[config.mk]
export PLATFORM = sky130hd
export DESIGN_NAME = mult_controller_seq
export DESIGN_NICKNAME = d
export VERILOG_FILES = /design/src/rtl/mult_controller_seq.sv
export SDC_FILE = /design/constraint.sdc
export NUM_CORES = 1
export LEC_CHECK = 0
export BUFFER_PORTS_ARGS = -buffer_cell sky130_fd_sc_hd__buf_4
export CAP_MARGIN = 20
export CORE_AREA = 2 2 71 73
export CTS_CLUSTER_DIAMETER = 50
export DETAILED_ROUTE_END_ITERATION = 8
export DIE_AREA = 0 0 73 75
export PLACE_DENSITY = 0.82
export SETUP_SLACK_MARGIN = 0.15
export SLEW_MARGIN = 20
export SYNTH_ARGS = -nofsm -noshare
export SYNTH_HDL_FRONTEND = slang
export SYNTH_SLANG_ARGS = --single-unit
[constraint.sdc]
create_clock -name clk -period 2.85 [get_ports clk]
set_input_delay 0.1425 -clock clk [delete_from_list [all_inputs] [get_ports clk]]
set_output_delay 0.1425 -clock clk [all_outputs]
set_load 0.02 [all_outputs]
[src/rtl/mult_controller_seq.sv]
// -----------------------------------------------------------------------------
// mult_controller_seq
//   Sequential radix-2 Booth multiplier for signed two's-complement operands.
//   A request is taken in IDLE, WIDTH Booth steps run in CALC, and the full
//   2*WIDTH-bit product is registered on the way into DONE, where a one-cycle
//   done pulse is issued before returning to IDLE.
//
// Parameters
//   WIDTH         operand width in bits (>= 2)
//
// Ports
//   clk           rising-edge clock
//   rst_n         asynchronous active-low reset
//   start         request pulse, sampled only in IDLE
//   multiplicand  signed operand A, captured when a request is accepted
//   multiplier    signed operand B, captured when a request is accepted
//   product       signed A*B, registered, held until the next completion
//   done          one-cycle completion pulse, registered
// -----------------------------------------------------------------------------
module mult_controller_seq #(
   parameter int unsigned WIDTH = 8
) (
   input  logic                 clk,
   input  logic                 rst_n,
   input  logic                 start,
   input  logic [WIDTH-1:0]     multiplicand,
   input  logic [WIDTH-1:0]     multiplier,
   output logic [2*WIDTH-1:0]   product,
   output logic                 done
);

   localparam int unsigned CW = $clog2(WIDTH + 1);

   typedef enum logic [1:0] {
      IDLE,
      CALC,
      DONE
   } state_t;

   state_t               state_q,   state_d;
   logic [WIDTH-1:0]     mcand_q,   mcand_d;
   logic [WIDTH:0]       acc_q,     acc_d;
   logic [WIDTH-1:0]     mplr_q,    mplr_d;
   logic                 qm1_q,     qm1_d;
   logic [CW-1:0]        cnt_q,     cnt_d;
   logic [2*WIDTH-1:0]   product_q, product_d;
   logic                 done_q,    done_d;

   // Sign-extended multiplicand and the add/subtract result of one Booth step
   logic [WIDTH:0]       mcand_ext;
   logic [WIDTH:0]       sum;

   always_ff @(posedge clk or negedge rst_n) begin
      if (!rst_n) begin
         state_q   <= IDLE;
         mcand_q   <= '0;
         acc_q     <= '0;
         mplr_q    <= '0;
         qm1_q     <= 1'b0;
         cnt_q     <= '0;
         product_q <= '0;
         done_q    <= 1'b0;
      end else begin
         state_q   <= state_d;
         mcand_q   <= mcand_d;
         acc_q     <= acc_d;
         mplr_q    <= mplr_d;
         qm1_q     <= qm1_d;
         cnt_q     <= cnt_d;
         product_q <= product_d;
         done_q    <= done_d;
      end
   end

   always_comb begin
      state_d   = state_q;
      mcand_d   = mcand_q;
      acc_d     = acc_q;
      mplr_d    = mplr_q;
      qm1_d     = qm1_q;
      cnt_d     = cnt_q;
      product_d = product_q;
      done_d    = 1'b0;

      mcand_ext = {mcand_q[WIDTH-1], mcand_q};

      // Booth recoding of {q0, q-1}: 01 adds A, 10 subtracts A, else no-op.
      // The extra accumulator bit keeps -2^(WIDTH-1) negation exact.
      unique case ({mplr_q[0], qm1_q})
         2'b01:   sum = acc_q + mcand_ext;
         2'b10:   sum = acc_q - mcand_ext;
         default: sum = acc_q;
      endcase

      unique case (state_q)
         IDLE: begin
            if (start) begin
               mcand_d = multiplicand;
               mplr_d  = multiplier;
               acc_d   = '0;
               qm1_d   = 1'b0;
               cnt_d   = CW'(WIDTH);
               state_d = CALC;
            end
         end

         CALC: begin
            if (cnt_q != '0) begin
               // Arithmetic right shift of {sum, Q, q-1}
               acc_d  = {sum[WIDTH], sum[WIDTH:1]};
               mplr_d = {sum[0], mplr_q[WIDTH-1:1]};
               qm1_d  = mplr_q[0];
               cnt_d  = cnt_q - 1'b1;
            end else begin
               // After WIDTH steps {acc[WIDTH-1:0], Q} is the exact product;
               // acc[WIDTH] is only a redundant sign copy at this point.
               product_d = {acc_q[WIDTH-1:0], mplr_q};
               done_d    = 1'b1;
               state_d   = DONE;
            end
         end

         DONE: begin
            state_d = IDLE;
         end

         default: begin
            state_d = IDLE;
         end
      endcase
   end

   assign product = product_q;
   assign done    = done_q;

endmodule

Word level (Yosys, flattened, before mapping)
Cells that the tools add are included.

Bits in registers: 49. Output and inout port bits: 17.

$add $sub $neg: 3. Equality and inequality tests: 6. Mux-type cells: 18. Bitwise logic cells: 1. Reduce and logical (&&, ||, !) cells: 7.

Operators with widths (number): $pmux W9 S2 (2); $mux W9 (2); $mux W8 (2); $pmux W8 S2 (1); $add A9 B9 Y9 (1); $sub A9 B9 Y9 (1); $mux W4 (2); $pmux W4 S2 (1); $ne A2 B2 Y1 const B (3); $reduce_and A2 Y1 (3); $eq A2 B1 Y1 const B (2); $mux W1 (4); $mux W2 (2); $pmux W2 S2 (1); $reduce_bool A4 Y1 (1); $sub A4 B1 Y4 const B (1); $reduce_and A3 Y1 (1); $eq A2 B2 Y1 const B (1); $logic_not A2 Y1 (1); $pmux W1 S2 (1); $reduce_bool A2 Y1 (1); $not A1 Y1 (1).

Longest topological paths before layout
Depth after elaboration: 4. Gate-level depth with buffers: 11. Gate-level depth less buffers: 10.

Worst setup path after synthesis
No wires, ideal clock.

Path type: register to register. Start point: reg mplr_q[0]. End point: reg acc_q[5]. Setup time: 69 ps. Data arrival time: 2208 ps. Data required time: 2781 ps. Slack: 572 ps. Stages on the path, launching flop included: 11. Buffers on the path: 1. Clock period less this slack: 2278 ps. Path through: dfrtp_1 > ha_1 > buf_2 > nor2_1 > xnor2_1 > ha_1 > nor2b_1 > o31a_1 > o21a_1 > or3_1 > nand3_1.

Word-level cells in the longest chain between the ends: 4. Elaborated cells between the ends (all ways): 5. Classes of those cells: 2 x eq/ne; 3 x mux.

RTL lines: start: declaration (line 43) `logic [WIDTH-1:0] mplr_q, mplr_d;`; start signal: assignment (line 67) `mplr_q <= mplr_d;`; $eq A2 B2 Y1 or $eq A2 B1 Y1 (tied branches) (line 89) `unique case ({mplr_q[0], qm1_q})`; $pmux W9 S2 * (line 89); $mux W9 * (line 108) `if (cnt_q != '0) begin`; $pmux W9 S2 * (line 95) `unique case (state_q)`; end signal: assignment (line 57) `acc_q <= '0;`; end signal: assignment (line 66) `acc_q <= acc_d;`; end: declaration (line 42) `logic [WIDTH:0] acc_q, acc_d;`.

Mark *: on every way between the ends. The rest lies on a longest branch, timed or not. The select of a mux whose other input is x is not followed. A chain may end at the register's enable or synchronous reset.

Final worst setup path
Start point: reg qm1_q. End point: reg acc_q[7].

Word-level cells in the longest chain between the ends: 4. Elaborated cells between the ends (all ways): 5. Classes of those cells: 2 x eq/ne; 3 x mux.

RTL lines: start: declaration (line 44) `logic qm1_q, qm1_d;`; start signal: assignment (line 68) `qm1_q <= qm1_d;`; $eq A2 B2 Y1 or $eq A2 B1 Y1 (tied branches) (line 89); $pmux W9 S2 * (line 89); $mux W9 * (line 108); $pmux W9 S2 * (line 95).

Marks and branches as above.

==> impl_metrics.csv <==
group,metric,value,unit
hold_path,min_to,"mcand_q[4]",
timing,fin_hold_ws,24.7,ps
timing,fin_setup_tns,0,ps
worst_setup_path,reg2reg_depth,9,
routing,wirelength,5130,um
routing,drc_errors,0,
global_routing,gr-usage-met1,27.2,%
placed_design,numPortBuffers,35,
timing,fmax,0.398,GHz
hold_path,hp-start,"multiplicand[4]",
worst_setup_path,path_max_fanout,8,
cells_and_area,drive_gt1_share,16.5,%
timing,tightest_slew,746,ps
cells_and_area,fin_area,0.00290,mm^2
clocking,cts_tree,"done",
power,powerDensity,1390,mW/mm^2
clocking,cts.sinks,48,
placed_design,dp_hpwl,3680,um
clocking,cts_max_level,2,
global_routing,first_global_vias,1835,
global_routing,grt_usage,20.2,%
cells_and_area,syn2layout_area_growth,15.5,%
routing,first_iter_violations,206,
synth,syn-cell-area,0.00251,mm^2
floorplan,row_count,25,
synth,syn_avg_cell_area,9.08,um^2
worst_setup_path,timing.reg2reg.setup_slack,340,ps
worst_setup_path,r2r_end,"acc_q[7]",
synth,yosys_warnings,0,
worst_setup_path,path_buf_inv,1,
floorplan,start_util,53.8,%
job,drv_cap,0,
floorplan,die_h,75,um
status,status,"completed",
synth,synth_edf_count,0,
floorplan,dieWidth,73,um
routing,routed-via-count,2021,
power,ir_worst_vdd,0.706,mV
synth,ys_ff_latch,48,
clocking,path_clk_slew,90,ps
synth,seq_area_frac_synth,47.9,%
worst_setup_path,worst_setup_path_start_kind,"register",
synth,synthCells,276,
worst_setup_path,critPathSlowestCell,"fa_1",
timing,setup_viol,0,
timing,finalCritPeriodShare,88.1,%
global_routing,top_usage_layer,"met2",
floorplan,coreArea,0.00466,mm^2
routing,dr.pass1.iters,4,
clocking,cts.path.max_buffers,2,
cells_and_area,n_antenna_cell,0,
timing,rsz0062_at_grt,"no",
global_routing,grt_overflow,0,
timing,min_period,2510,ps
synth,ys_types,40,
cells_and_area,multiInputGateArea,0.00117,mm^2
timing,hold_violations,0,
placed_design,gp_congestion,0.816,
timing,skew,4.48,ps
clocking,numCtsBuffers,5,
routing,drtAntennaViolNets,0,
global_routing,grt_first_pass_wirelength,8360,um
global_routing,grt_max_degree,49,
global_routing,grtUsageMet3,4.55,%
worst_setup_path,cp-end-kind,"register",
global_routing,grt_util_met2,32.3,%
synth,async_flop_share,100,%
worst_setup_path,required,3050,ps
cells_and_area,nets,340,
timing,slew-limit-headroom,50.3,%
clocking,cts_root_buf,"clkbuf_8",
hold_path,hold-path-cell-count,3,
routing,post_drt_wl_per_cell,14.1,um
worst_setup_path,r2r_start,"qm1_q",
worst_setup_path,critical_path_class,"register to register",
worst_setup_path,path_cells,"inv_1, ha_2, mux2_2, fa_1, nor2b_1, o31a_1, o21ai_1, xnor2_1, o32ai_1",
hold_path,hold_path.class,"input port to register",
cells_and_area,seqCellArea,0.00120,mm^2
worst_setup_path,crit_family,"adder cells",
placed_design,dpl_cell_area,0.00279,mm^2
power,power_leakage,1.46,nW
floorplan,io_pins,36,
cells_and_area,nFillCells,407,
clocking,clock_latency,300,ps
floorplan,die_area,0.00548,mm^2
power,power,4.03,mW
clocking,cts_setup_buffers,0,
worst_setup_path,critPathMaxStageDelay,420,ps
worst_setup_path,crit_arrival,2710,ps
cells_and_area,final_util,62.1,%
routing,avgViaCountPerCell,5.57,
synth,synthesis.nets,307,
timing,maxSlewViolCount,0,
global_routing,antenna_found_initial,0,
synth,synth_ff_type,"dfrtp_1",
final cells by class:
cell class	count	area share [%]
flip-flops and latches	48	41.5
inverters	20	2.59
clock buffers	6	2.85
well taps	54	2.33
repair buffers	38	9.94
multi-input cells	196	40.5
clock inverters	1	0.303
cell families after synthesis:
logic type	Yosys count	share of synthesized area, %
multiplexers	1	0.449
buffers and inverters	32	5.39
AND/OR/NAND/NOR	116	20.3
AO/OA/AOI/OAI	55	15.1
flip-flops	48	47.9
XOR/XNOR	12	4.49
adder cells (fa/ha/maj)	12	6.29
timing repair:
item | in CTS | in global routing
hold buffers | 1 | 0
endpoints found under the setup margin | 0 | 1
gates resized for setup | 0 | 1
endpoints found under the hold margin | 48 | 0
report_power, final:
group          total (mW)  internal, mW  switching [mW]
combinational        2.37          1.03            1.35
sequential           1.23         0.989           0.245
clock               0.418         0.194           0.224
cell usage after synthesis, drive strengths merged (5+ instances only):
library cell / n / area [um^2]
buf: 7 / 41.3
inv: 20 / 75.1
nand2: 73 / 274
nand3: 6 / 30.0
a21oi: 10 / 50.1
ha: 11 / 138
xnor2: 9 / 86.3
a222oi: 7 / 70.1
nor2: 17 / 66.3
o21ai: 18 / 90.1
clkbuf: 5 / 18.8
dfrtp: 48 / 1200
nor2b: 5 / 31.3
nor3: 5 / 36.3
stage by stage:
stage | std cells | worst slack, ps
6_report | 363 | 339
3_5_place_dp | 355 | 296
5_1_grt | 363 | 216
3_3_place_gp | 355 | 436
4_1_cts | 363 | 265
2_1_floorplan | 276 | 572
cell usage in the layout, fill, tap and decap left out, types with 2 or more instances in the layout:
cell type and instances:
o31ai_1 3, nand2_1 73, or3_1 2, ha_1 10, o21ai_0 17, nand3b_1 2, a31oi_1 2, a32oi_1 4
xor2_1 3, buf_4 37, nand3_1 6, nor2_1 16, o21a_1 4, a21oi_1 10, xnor2_1 8, nand2b_1 2
inv_1 20, dfrtp_1 48, clkbuf_8 6, nor2b_1 5, nor3_1 4, a222oi_1 7
routing by layer:
metal  share of wire [%]  vias to the layer above
met3                 5.0                       11
met1                  47                      952
met2                  47                       51
met5                   0                        -
li1                    -                     1007
met4                 1.6                        0
tightest hold or removal path, delay by kind of cell:
kind / cells / cell delay, ps
buffers and inverters: 1 / 80
and+or+nand+nor: 2 / 80
registers in the layout, summed over array words and instances (netlist names):
signal,cells
product,16
acc_q,8
mcand_q,8
mplr_q,8
cnt_q,4
state_q,2
done,1
qm1_q,1
worst max path at each step:
stage / from / endpoint / slack (ps) / cells past startpoint
floorplan: mplr_q[0] / acc_q[5] / 570 / 10
global placement: qm1_q / acc_q[7] / 440 / 9
detailed placement: qm1_q / acc_q[7] / 300 / 9
CTS: qm1_q / acc_q[7] / 270 / 9
global route: mplr_q[0] / acc_q[7] / 220 / 8
finish: qm1_q / acc_q[7] / 340 / 9
Note: power is estimated with default switching activity, not from simulation.
